--- src/rtl/mpu_i2c_target_if.sv ---
// mpu_i2c_target_if
//   I2C bus-side signals of the MPU-6050 emulating target.
//   scl_i    : I2C clock seen on the bus (asynchronous to clk_i)
//   sda_i    : I2C data seen on the bus (asynchronous to clk_i)
//   sda_oe_o : 1 = target pulls SDA low, 0 = released (open-drain pad outside)
//   Modports: slave (the target), master (the bus side / initiator model).
interface mpu_i2c_target_if;
  logic scl_i;
  logic sda_i;
  logic sda_oe_o;

  modport slave  (input  scl_i, input  sda_i, output sda_oe_o);
  modport master (output scl_i, output sda_i, input  sda_oe_o);
endinterface

--- src/rtl/mpu_i2c_target.sv ---
// mpu_i2c_target
//   I2C target emulating the MPU-6050 register interface. Serves 14 sensor
//   bytes (0x3B..0x48) from a shadow/burst-buffer pair, PWR_MGMT_1 (0x6B,
//   read/write) and WHO_AM_I (0x75). Other addresses read 0x00 and discard
//   writes.
//   Ports:
//     clk_i, rst_ni  : system clock (>= 20x SCL), async active-low reset
//     bus            : I2C scl/sda inputs and open-drain sda enable
//     sample_i       : 14 sensor bytes, [111:104] = reg 0x3B .. [7:0] = 0x48
//     sample_we_i    : load sample_i into the shadow register file
//     pwr_mgmt_o     : current value of register 0x6B
//     busy_o         : matched-address transaction in progress
//     wr_strobe_o    : one-cycle pulse per accepted data-byte write
module mpu_i2c_target #(
  parameter logic [6:0] DEV_ADDR = 7'h68,
  parameter logic [7:0] WHO_AM_I = 8'h68,
  parameter logic [7:0] PWR_RST  = 8'h40
) (
  input  logic           clk_i,
  input  logic           rst_ni,
  mpu_i2c_target_if.slave bus,
  input  logic [111:0]   sample_i,
  input  logic           sample_we_i,
  output logic [7:0]     pwr_mgmt_o,
  output logic           busy_o,
  output logic           wr_strobe_o
);

  typedef enum logic [3:0] {
    S_IDLE, S_ADDR, S_ADDR_ACK, S_REG, S_REG_ACK,
    S_WDATA, S_WDATA_ACK, S_RDATA, S_RDATA_ACK, S_IGNORE
  } state_t;

  // Synchronizers plus one edge-history stage
  logic r_scl_s1, r_scl_s2, r_scl_d;
  logic r_sda_s1, r_sda_s2, r_sda_d;

  always_ff @(posedge clk_i or negedge rst_ni) begin
    if (!rst_ni) begin
      r_scl_s1 <= 1'b1;
      r_scl_s2 <= 1'b1;
      r_scl_d  <= 1'b1;
      r_sda_s1 <= 1'b1;
      r_sda_s2 <= 1'b1;
      r_sda_d  <= 1'b1;
    end else begin
      r_scl_s1 <= bus.scl_i;
      r_scl_s2 <= r_scl_s1;
      r_scl_d  <= r_scl_s2;
      r_sda_s1 <= bus.sda_i;
      r_sda_s2 <= r_sda_s1;
      r_sda_d  <= r_sda_s2;
    end
  end

  logic w_scl_rise, w_scl_fall, w_start, w_stop;
  assign w_scl_rise = r_scl_s2 & ~r_scl_d;
  assign w_scl_fall = ~r_scl_s2 & r_scl_d;
  assign w_start    = r_scl_s2 & r_scl_d & r_sda_d & ~r_sda_s2;
  assign w_stop     = r_scl_s2 & r_scl_d & ~r_sda_d & r_sda_s2;

  state_t        r_state, w_state_nxt;
  logic [3:0]    r_cnt, w_cnt_nxt;
  logic [7:0]    r_shift, w_shift_nxt;
  logic [7:0]    r_ptr, w_ptr_nxt;
  logic          r_oe, w_oe_nxt;
  logic          r_busy, w_busy_nxt;
  logic          r_strobe, w_strobe_nxt;
  logic [7:0]    r_pwr, w_pwr_nxt;
  logic          w_buf_load;
  logic [111:0]  r_shadow, r_buf, w_buf_src;
  logic [7:0]    w_rd_byte, w_rd_first;

  // A shadow load in the same cycle as the burst copy wins
  assign w_buf_src = sample_we_i ? sample_i : r_shadow;

  function automatic logic [7:0] f_reg_byte(input logic [7:0]   ptr,
                                            input logic [111:0] src,
                                            input logic [7:0]   pwr);
    logic [3:0] off;
    logic [6:0] base;
    // 0x3B..0x48 map to offsets 0..13 using only the low nibble
    off  = ptr[3:0] - 4'hB;
    base = 7'd111 - {off, 3'b000};
    if (ptr >= 8'h3B && ptr <= 8'h48) return src[base -: 8];
    else if (ptr == 8'h6B)            return pwr;
    else if (ptr == 8'h75)            return WHO_AM_I;
    else                              return '0;
  endfunction

  assign w_rd_byte  = f_reg_byte(r_ptr, r_buf, r_pwr);
  // First bit of a burst is driven in the same cycle the buffer is loaded
  assign w_rd_first = f_reg_byte(r_ptr, w_buf_src, r_pwr);

  always_comb begin
    w_state_nxt  = r_state;
    w_cnt_nxt    = r_cnt;
    w_shift_nxt  = r_shift;
    w_ptr_nxt    = r_ptr;
    w_oe_nxt     = r_oe;
    w_busy_nxt   = r_busy;
    w_pwr_nxt    = r_pwr;
    w_strobe_nxt = 1'b0;
    w_buf_load   = 1'b0;
    if (w_start) begin
      w_state_nxt = S_ADDR;
      w_cnt_nxt   = '0;
      w_oe_nxt    = 1'b0;
      w_busy_nxt  = 1'b0;
    end else if (w_stop) begin
      w_state_nxt = S_IDLE;
      w_cnt_nxt   = '0;
      w_oe_nxt    = 1'b0;
      w_busy_nxt  = 1'b0;
    end else begin
      case (r_state)
        S_ADDR, S_REG, S_WDATA: begin
          if (w_scl_rise) begin
            w_shift_nxt = {r_shift[6:0], r_sda_s2};
            w_cnt_nxt   = r_cnt + 4'd1;
          end else if (w_scl_fall && r_cnt == 4'd8) begin
            // ACK goes out on the falling edge after the 8th bit
            w_cnt_nxt = '0;
            if (r_state == S_ADDR) begin
              if (r_shift[7:1] == DEV_ADDR) begin
                w_state_nxt = S_ADDR_ACK;
                w_oe_nxt    = 1'b1;
                w_busy_nxt  = 1'b1;
              end else begin
                w_state_nxt = S_IGNORE;
              end
            end else begin
              w_oe_nxt    = 1'b1;
              w_state_nxt = (r_state == S_REG) ? S_REG_ACK : S_WDATA_ACK;
            end
          end
        end
        S_ADDR_ACK: begin
          if (w_scl_fall) begin
            w_cnt_nxt = '0;
            if (r_shift[0]) begin
              w_state_nxt = S_RDATA;
              w_buf_load  = 1'b1;
              w_oe_nxt    = ~w_rd_first[7];
            end else begin
              w_state_nxt = S_REG;
              w_oe_nxt    = 1'b0;
            end
          end
        end
        S_REG_ACK: begin
          if (w_scl_fall) begin
            w_ptr_nxt   = r_shift;
            w_oe_nxt    = 1'b0;
            w_state_nxt = S_WDATA;
          end
        end
        S_WDATA_ACK: begin
          if (w_scl_fall) begin
            w_oe_nxt     = 1'b0;
            w_strobe_nxt = 1'b1;
            if (r_ptr == 8'h6B) w_pwr_nxt = r_shift;
            w_ptr_nxt    = r_ptr + 8'd1;
            w_state_nxt  = S_WDATA;
          end
        end
        S_RDATA: begin
          // r_cnt counts bits already clocked out; bit 7 is pre-driven
          if (w_scl_rise) begin
            w_cnt_nxt = r_cnt + 4'd1;
          end else if (w_scl_fall) begin
            if (r_cnt == 4'd8) begin
              w_oe_nxt    = 1'b0;
              w_ptr_nxt   = r_ptr + 8'd1;
              w_cnt_nxt   = '0;
              w_state_nxt = S_RDATA_ACK;
            end else begin
              w_oe_nxt = ~w_rd_byte[3'd7 - r_cnt[2:0]];
            end
          end
        end
        S_RDATA_ACK: begin
          if (w_scl_rise) begin
            w_cnt_nxt = '0;
            if (r_sda_s2) begin
              w_state_nxt = S_IGNORE;
              w_busy_nxt  = 1'b0;
            end else begin
              w_state_nxt = S_RDATA;
            end
          end
        end
        default: ;
      endcase
    end
  end

  always_ff @(posedge clk_i or negedge rst_ni) begin
    if (!rst_ni) r_state <= S_IDLE;
    else         r_state <= w_state_nxt;
  end

  always_ff @(posedge clk_i or negedge rst_ni) begin
    if (!rst_ni) begin
      r_cnt    <= '0;
      r_shift  <= '0;
      r_ptr    <= '0;
      r_oe     <= 1'b0;
      r_busy   <= 1'b0;
      r_strobe <= 1'b0;
      r_pwr    <= PWR_RST;
      r_shadow <= '0;
      r_buf    <= '0;
    end else begin
      r_cnt    <= w_cnt_nxt;
      r_shift  <= w_shift_nxt;
      r_ptr    <= w_ptr_nxt;
      r_oe     <= w_oe_nxt;
      r_busy   <= w_busy_nxt;
      r_strobe <= w_strobe_nxt;
      r_pwr    <= w_pwr_nxt;
      if (sample_we_i) r_shadow <= sample_i;
      if (w_buf_load)  r_buf    <= w_buf_src;
    end
  end

  assign bus.sda_oe_o = r_oe;
  assign pwr_mgmt_o   = r_pwr;
  assign busy_o       = r_busy;
  assign wr_strobe_o  = r_strobe;

endmodule

--- src/flat_wrapper.sv ---
// flat-port wrapper written by rule: the top's interface ports become plain ports
module mpu_i2c_target_flat 
#(
  parameter logic [6:0] DEV_ADDR = 7'h68,
  parameter logic [7:0] WHO_AM_I = 8'h68,
  parameter logic [7:0] PWR_RST  = 8'h40
)
  (clk_i, rst_ni, sample_i, sample_we_i, pwr_mgmt_o, busy_o, wr_strobe_o, bus_scl_i, bus_sda_i, bus_sda_oe_o);
  mpu_i2c_target_if bus_i ();
  input  logic clk_i;
  input  logic rst_ni;
  input  logic [111:0] sample_i;
  input  logic sample_we_i;
  output logic [7:0] pwr_mgmt_o;
  output logic busy_o;
  output logic wr_strobe_o;
  input wire logic [$bits(bus_i.scl_i)-1:0] bus_scl_i;
  input wire logic [$bits(bus_i.sda_i)-1:0] bus_sda_i;
  output wire logic [$bits(bus_i.sda_oe_o)-1:0] bus_sda_oe_o;
  assign bus_i.scl_i = bus_scl_i;
  assign bus_i.sda_i = bus_sda_i;
  assign bus_sda_oe_o = bus_i.sda_oe_o;
  mpu_i2c_target #(.DEV_ADDR(DEV_ADDR), .WHO_AM_I(WHO_AM_I), .PWR_RST(PWR_RST)) u_core (.clk_i(clk_i), .rst_ni(rst_ni), .bus(bus_i), .sample_i(sample_i), .sample_we_i(sample_we_i), .pwr_mgmt_o(pwr_mgmt_o), .busy_o(busy_o), .wr_strobe_o(wr_strobe_o));
endmodule
--- config.mk ---
export PLATFORM = sky130hd
export DESIGN_NAME = mpu_i2c_target_flat
export DESIGN_NICKNAME = d
export VERILOG_FILES = /design/src/rtl/mpu_i2c_target_if.sv /design/src/rtl/mpu_i2c_target.sv /design/src/flat_wrapper.sv
export SDC_FILE = /design/constraint.sdc
export NUM_CORES = 1
export LEC_CHECK = 0
export CORE_MARGIN = 1.5
export CORE_UTILIZATION = 53
export CTS_BUF_LIST = sky130_fd_sc_hd__clkbuf_8
export DETAILED_ROUTE_END_ITERATION = 8
export PLACE_DENSITY = 0.79
export SLEW_MARGIN = 15
export SYNTH_ARGS = -nofsm -noshare
export SYNTH_HDL_FRONTEND = slang
export SYNTH_SLANG_ARGS = --single-unit
--- constraint.sdc ---
create_clock -name clk_i -period 3.1 [get_ports clk_i]
set_input_delay 0.31 -clock clk_i [delete_from_list [all_inputs] [get_ports clk_i]]
set_output_delay 0.31 -clock clk_i [all_outputs]
set_load 0.005 [all_outputs]
---- After elaboration in Yosys (flattened, before gate mapping) ----
Index checks and enable logic that the tools add are counted.
word-level totals
  register bits ........................... 265
  input port bits ......................... 117
  word-level logic and storage cells ...... 158
  output and inout port bits .............. 11
operators by class
  bitwise operators ....................... 15
  reduce and logical (&&, ||, !) cells .... 16
  shift-type cells ........................ 2
  add/subtract/negate cells ............... 5
  $lt $le $gt $ge ......................... 3
  mux-type cells .......................... 69
  equality and inequality tests ........... 32
operator list
  operator             number
  $shiftx 119x8->8     2
  $mux 112             1
  $mux 4               22
  $mux 8               8
  $ne 4x1->1 const B   9
  $mux 1               29
  $pmux 8 s3           1
  $pmux 4 s5           1
  $eq 4x3->1 const B   4
  $eq 8x7->1 const B   2
  $pmux 4 s4           1
  $reduce_and 8->1     2
  $ne 5x1->1 const B   3
  $reduce_bool 6->1    2
  $reduce_and 9->1     1
  $add 8x1->8 const B  1
  $eq 4x2->1 const B   2
  $eq 4x4->1 const B   2
  $ge 8x6->1 const B   1
  $le 8x7->1 const B   1
  $ne 2x1->1 const B   4
  $ne 4x4->1 const B   2
  $not 1->1            8
  $and 1x1->1          7
  25 further kinds     26

---- Depth between registers and ports, before layout ----
Gate-level depths: netlist (run 1).
  depth after elaboration ................. 13
  mapped depth ............................ 16
  depth with buffers taken out ............ 10

---- Worst setup path before layout (run 1) ----
No wires, ideal clock.
  kind .................................... register to register
  start point ............................. register u_core.r_ptr[0]
  end point ............................... register u_core.r_oe, in the netlist u_core.bus.sda_oe_o
  arrival ................................. 3.147 ns
  setup time .............................. 0.101 ns
  setup slack ............................. -0.148 ns
  clock period less this slack ............ 3.248 ns
  data required time ...................... 2.999 ns
  buffers on the path ..................... 6
  stages on the path, launching flop included .. 16
  cells stage by stage .................... dfrtp_1 > buf_6 > buf_12 > buf_6 > buf_4 > inv_1 > ha_1 > ha_1 > clkbuf_1 > clkbuf_1 > nor2_1 > a221oi_2 > a31oi_1 > a221oi_1 > a2111oi_2 > o311ai_2
on the way
  longest elaborated chain between the ends .. 13
  elaborated cells on any way between the ends .. 25
  classes of those cells .................. add/sub (2); order compare (2); eq/ne (2); shift (2); mux (14); bitwise (2); reduce/logical (1)
RTL lines
  item                                               line                                        source
  from (decl)                                        mpu_i2c_target.sv:65                        logic [7:0] r_ptr, w_ptr_nxt;
  from (signal assigned)                             mpu_i2c_target.sv:217                       r_ptr <= w_ptr_nxt;
  $sub 4x4->4 / $eq 8x7->1 (equally long branches)   mpu_i2c_target.sv:83, mpu_i2c_target.sv:87
  $sub 7x7->7 / $mux 7 (equally long branches)       mpu_i2c_target.sv:84, mpu_i2c_target.sv:87
  $shiftx 119x8->8 / $mux 8 (equally long branches)  mpu_i2c_target.sv:85, mpu_i2c_target.sv:86
  $mux 8                                             mpu_i2c_target.sv:85                        if (ptr >= 8'h3B && ptr <= 8'h48) return src[base -: 8];
  $bmux 1 s3                                         mpu_i2c_target.sv:178                       w_oe_nxt = ~w_rd_byte[3'd7 - r_cnt[2:0]];
  $mux 1 (not written as such)                       mpu_i2c_target.sv:178
  $not 1->1                                          mpu_i2c_target.sv:178
  $mux 1                                             mpu_i2c_target.sv:172                       if (r_cnt == 4'd8) begin
  $mux 1                                             mpu_i2c_target.sv:171                       end else if (w_scl_fall) begin
  $mux 1                                             mpu_i2c_target.sv:169                       if (w_scl_rise) begin
  $pmux 1 s4 (*)                                     mpu_i2c_target.sv:116                       case (r_state)
  $mux 1 (*)                                         mpu_i2c_target.sv:110                       end else if (w_stop) begin
  $mux 1 (*)                                         mpu_i2c_target.sv:105                       if (w_start) begin
  to (signal assigned)                               mpu_i2c_target.sv:218                       r_oe <= w_oe_nxt;
  to (decl)                                          mpu_i2c_target.sv:66                        logic r_oe, w_oe_nxt;
Mark *: on every way between the ends. The rest lies on a longest branch, timed or not. The select of a mux whose other input is x is not followed.
A chain may end at the register's enable or synchronous reset.

---- Worst setup path after layout (run 1) ----
  start point ............................. register u_core.r_ptr[1]
  end point ............................... register u_core.r_oe, in the netlist u_core.bus.sda_oe_o
Same word-level chain as after synthesis.

==> impl_metrics.ini, run 1 <==
[synth]
ys.flop_type = dfrtp_1
synth.top_cells.by_count = dfrtp_1, mux2_2, a21oi_1
synth_edf_count = 0
avgSynthCellArea_um2 = 14.3
synth_nets = 949
synth_seq_area_share = 0.562
synth_top_cell_area_share = 0.546
synthTopCellsByArea = dfrtp_1, mux2_2, mux4_1, mux4_2, dfstp_2
yosys_warnings = 0
synthCells = 826
yosysMostFrequentCell = dfrtp_1
synth_cell_types = 62
synth_top_area_cell = dfrtp_1
ys_seq_elements = 265
synth_area_um2 = 11800
async_flop_share = 1.00

[clocking]
post_cts_buffers = 0
cts.clk_slew.worst_paths_ps = 60
clock_latency_ps = 540
numCtsBuffers = 43
cts_tree = built
clockBufferDepth = 3
cts.sinks = 265
htree_levels = 2
clockRootBuffer = clkbuf_8
ctsResizeCount = 0

[setup_path]
cp_max_fo = 15
ff2ff_path_depth = 9
startpoint_type = flip-flop
crit_path_end_kind = flip-flop
path_buf_inv = 0
worstSetupPathType = reg -> reg
crit_cells = 9
cpLargestDelayFamily = compound AO/OA/AOI/OAI gates
slowest_delay_ps = 450
cp_slowest_cell = dfrtp_1
worstPathRequired_ps = 3510
worstPathArrival_ps = 3270
path_cells = ha_1 > xnor2_1 > ha_2 > or2_2 > o21ai_0 > o22ai_1 > o31a_1 > nor4_1 > o311ai_2

[timing]
worst-slew-pin-transition_ps = 628
fmax_mhz = 349
slew_headroom = 0.581
finalHoldViolations = 0
tns_ps = 0
clock-skew-final_ps = 16.1
period_minus_slack_ps = 2870
timing.hold.ws_ps = 205
period_share = 0.924
rsz0062_at_grt = no
setup_viol = 0
finalMaxSlewViolations = 0

[power]
ir_drop_uv = 581
power_mw = 13.1
p_leak_nw = 6.21
power_density_nw_per_um2 = 919

[routing]
antenna_left = 0
wl_per_cell_um = 19.8
dr_wl_met2_mm = 12.4
wl_met3_mm = 1.41
first_iter_violations = 390
route.top_layer_used = met4
drc = 0
met1_length_mm = 11.0
vias = 7393
firstDrtPassIters = 4
vias_per_cell = 5.78
wl_mm = 25.4

[final_layout]
antenna_cells = 0
drive_gt1_frac = 0.357
fin_area_um2 = 14300
syn2layout_area_growth_pct = 20.9
fin_nets = 1095
final_core_util = 0.655

[grt]
overflow = 0
gr-usage-all-layers = 0.225
grt_max_degree = 87
grt_antenna_before_repair = 0
grt_pass1_wl_mm = 41.6
grt_pass1_vias = 7705

[job]
cap_violations = 0

[placed_design]
dp_hpwl_mm = 17.5
placed_cell_area_um2 = 13400
io_buffers = 127
gp_congestion = 0.861

[floorplan]
start_util = 0.542
pin_count = 128
die_x_um = 152
core_area_um2 = 21800
die_y_um = 152
design.die.area_um2 = 23200
rows = 54

[status]
status = finished clean

[hold_path]
min_path_type = in -> reg
min_path_cells = 1
==> kinds of logic after synthesis <==
logic type	Yosys count	share of synthesized area
compound gates	106	0.0571
xor+xnor	6	0.00635
fa+ha+maj	6	0.00635
buf+inv	61	0.0257
flops	265	0.562
mux	283	0.300
simple gates	99	0.0427
==> per-layer routing <==
| metal | vias up | global-route usage |
|---|---|---|
| met5 | - | 0 |
| met4 | 0 | 0.0643 |
| met3 | 43 | 0.0478 |
| met2 | 218 | 0.366 |
| met1 | 3795 | 0.307 |
| li1 | 3337 | - |
==> state kept, by name, indices dropped and copies added (netlist names), 4 cells and up <==
signal and count:
u_core.r_buf 112, u_core.r_shadow 112, u_core.pwr_mgmt_o 8, u_core.r_ptr 8
u_core.r_shift 8, u_core.r_cnt 4, u_core.r_state 4
==> worst register-to-register path: cells and delay by family (launching register included) <==
kind                     cells  cell delay [ps]
XOR/XNOR                     1              190
AO/OA/AOI/OAI                4              810
AND/OR/NAND/NOR              2              600
flip-flops                   1              450
adder cells (fa/ha/maj)      2              690
==> power breakdown <==
part           switching [mW]  total, mW  leakage [nW]  internal (mW)
combinational            2.31       4.87          2.49           2.56
clock                    1.32       3.09         0.494           1.77
sequential              0.709       5.17          3.23           4.46
==> cells in the final DEF, fill, tap and decap left out, types with 15 or more instances in the layout <==
cell type / netlist / routed
dfrtp_1: 258 / 257
mux2_2: 241 / 241
clkdlybuf4s50_1: 0 / 125
clkbuf_8: 0 / 49
a21oi_1: 34 / 34
o21ai_0: 29 / 29
nand2_1: 27 / 27
inv_1: 13 / 26
nor2_1: 19 / 19
buf_4: 1 / 17
mux4_1: 15 / 15
==> path summary, 6_finish.rpt <==
path	start	to	slack [ps]
min reg2reg	u_core.r_sda_s1	u_core.r_sda_s2	350
max reg2reg	u_core.r_ptr[1]	u_core.bus.sda_oe_o	230
min in group asynchronous	rst_ni	u_core.r_shadow[105]	310
max	u_core.r_ptr[1]	u_core.bus.sda_oe_o	230
min	bus_sda_i	u_core.r_sda_s1	200
max in group asynchronous	rst_ni	u_core.r_shadow[67]	1900
==> per-stage QoR <==
stage / std cells / worst slack [ps]
finish: 1278 / 234
global route: 1278 / 4.39
CTS: 1278 / 262
detailed placement: 1206 / 289
global placement: 1206 / 283
floorplan: 826 / 28.5
==> area by class of cell <==
cell class | instances | area, µm²
clock buffer | 49 | 674
fill | 1600 | 7540
sequential | 265 | 6640
multi-input combinational | 500 | 4890
tap | 280 | 350
timing repair buffer | 148 | 1480
clock inverter | 22 | 196
inverter | 14 | 52.6
==> timing repair <==
action | in CTS | in global routing
endpoints found under the hold margin | 52 | 0
hold buffers | 1 | 0
setup endpoints to repair | 0 | 0
Note: power is estimated with default switching activity, not from simulation.
==> inputs of run 2 (changes only) <==
--- a/config.mk
+++ b/config.mk
@@ -7,7 +7,7 @@
 export LEC_CHECK = 0
 export CORE_MARGIN = 1.5
 export CORE_UTILIZATION = 53
-export CTS_BUF_LIST = sky130_fd_sc_hd__clkbuf_8
+export CTS_BUF_LIST = sky130_fd_sc_hd__clkbuf_4 sky130_fd_sc_hd__clkbuf_8
 export DETAILED_ROUTE_END_ITERATION = 8
 export PLACE_DENSITY = 0.79
 export SLEW_MARGIN = 15
==> run 2 against run 1 <==
  * Core utilization is 0.22 points higher
  * Worst setup slack worse by 4.9 ps
  * Count of clock-buffer cells in the layout grew 13
  * Critical path type unchanged
  * Clock power rose by 5%
  * Sequential share of layout area fell by 0.16 points
  * Worst hold slack barely moved
  * Clock skew rose by 8.0 ps
  * Maximum frequency shrank 0.17%
  * Design area increased by 0.34%
  * Combinational power about the same
==> impl_metrics.ini, run 2 (synthesis gave the netlist of run 1 again) <==
[routing]
vias_per_cell = 5.77
wl_mm = 25.4
vias = 7375
antenna_left = 0
drc = 0
firstDrtPassIters = 5
first_iter_violations = 411
wl_per_cell_um = 19.9

[setup_path]
worstPathArrival_ps = 3280
ff2ff_path_depth = 9
worstPathRequired_ps = 3510
rrSetupSlack_ps = 230
cp_slowest_cell = dfrtp_2
cp_max_fo = 15
r2r-start = u_core.r_ptr[0]
slowest_delay_ps = 450
worstSetupPathType = reg -> reg
path_cells = ha_1 > xnor2_1 > ha_2 > or2_2 > o21ai_0 > o22ai_1 > o31a_1 > nor4_1 > o311ai_2
startpoint_type = flip-flop
crit_path_end_kind = flip-flop
r2r_end = u_core.bus.sda_oe_o

[timing]
setup_viol = 0
fmax_mhz = 348
finalMaxSlewViolations = 0
clock-skew-final_ps = 24.2
period_share = 0.926
worst-slew-pin-transition_ps = 636
finalHoldViolations = 0
rsz0062_at_grt = no
period_minus_slack_ps = 2870
slew_headroom = 0.576
tns_ps = 0
layout_setup_ws_ps = 229

[placed_design]
dp_hpwl_mm = 17.5
pre_cts_slack_ps = 289
dp_cells = 1206
io_buffers = 127
gp_congestion = 0.861

[grt]
grt_util_met1 = 0.306
met2_usage = 0.368
globalRoute.busiestLayer = met2
grt_max_degree = 87
grt_pass1_wl_mm = 41.7
grt_antenna_before_repair = 0
gr-usage-all-layers = 0.225
grt_pass1_vias = 7726
overflow = 0
grt_use_met3 = 0.0478

[clocking]
cts.sinks = 265
htree_levels = 2
clockRootBuffer = clkbuf_8
ctsResizeCount = 0
clockBufferDepth = 3
post_cts_buffers = 0
cts_tree = built
clock_latency_ps = 540
cts.clk_slew.worst_paths_ps = 60
numCtsBuffers = 43
cts_hold_buf = 1

[final_layout]
num-fill-cells = 1583
fin_nets = 1095
antenna_cells = 0
final_cell_mix = dfrtp_1, mux2_2, clkdlybuf4s50_1, clkbuf_8, a21oi_1
syn2layout_area_growth_pct = 21.3
drive_gt1_frac = 0.370
final_cells = 1278
final_common_cell = dfrtp_1
reg_top3 = u_core.r_buf x112, u_core.r_shadow x112

[hold_path]
hold_path.startpoint = bus_sda_i
min_to = u_core.r_sda_s1
min_path_type = in -> reg
min_path_cells = 1

[floorplan]
start_util = 0.542
design.die.area_um2 = 23200
core_area_um2 = 21800
die_y_um = 152
die_x_um = 152
pin_count = 128
rows = 54

[job]
cap_violations = 0

[power]
power_density_nw_per_um2 = 926
ir_drop_uv = 582
p_leak_nw = 6.20

[status]
status = finished clean
==> run 2: cell types whose count changed in the layout (fill, tap and decap cells not counted) <==
cell / change
clkbuf_4: +13
inv_1: -13
==> run 2: power breakdown <==
part / total [mW] / switching [mW] / internal (mW)
Sequential: 5.17 / 0.707 / 4.46
Clock: 3.24 / 1.32 / 1.92
Combinational: 4.87 / 2.31 / 2.56
==> run 2: through the flow <==
step / hold slack (ps) / total power, mW / instance area, µm² / utilization
after global placement: 279 / 9.92 / 13400 / 0.614
after floorplan: 14.4 / 8.75 / 11800 / -
final: 205 / 13.3 / 14300 / 0.657
after detailed placement: 287 / 10.1 / 13400 / 0.614
after global routing: 184 / 14.1 / 14300 / 0.657
after CTS: 187 / 13.4 / 14300 / 0.657
==> run 2: worst max-delay path: cells and delay by family (launching register included) <==
kind / cells / cell delay [ps]
AOI/OAI and AO/OA: 4 / 810
adders and majority gates: 2 / 690
and+or+nand+nor: 2 / 600
DFF: 1 / 450
xor gates and xnor gates: 1 / 190
==> run 2: how the worst max path moves through the flow <==
| stage | start | to | slack, ps | cells past startpoint |
|---|---|---|---|---|
| 2_1_floorplan | u_core.r_ptr[0] | u_core.bus.sda_oe_o | 30 | 15 |
| 3_3_place_gp | u_core.r_ptr[0] | u_core.bus.sda_oe_o | 280 | 9 |
| 5_1_grt | u_core.r_ptr[0] | u_core.bus.sda_oe_o | 4 | 9 |
| 3_5_place_dp | u_core.r_ptr[0] | u_core.bus.sda_oe_o | 290 | 9 |
| 6_report | u_core.r_ptr[0] | u_core.bus.sda_oe_o | 230 | 9 |
| 4_1_cts | u_core.r_ptr[0] | u_core.bus.sda_oe_o | 260 | 9 |
==> run 2: cell type report <==
class | count | area (µm²) | share of cell area
clock buffer | 62 | 772 | 0.0538
clock inverter | 9 | 148 | 0.0103
inverter | 14 | 52.6 | 0.00367
multi-input combinational | 500 | 4890 | 0.341
sequential | 265 | 6640 | 0.463
tap | 280 | 350 | 0.0244
timing repair buffer | 148 | 1480 | 0.104
==> run 2: metal layers <==
metal / share of wire / up-vias / wire length (µm)
met5: 0 / - / 0
met4: 0.019 / 0 / 491
li1: - / 3330 / -
met2: 0.49 / 222 / 12500
met1: 0.43 / 3786 / 11000
met3: 0.056 / 37 / 1420
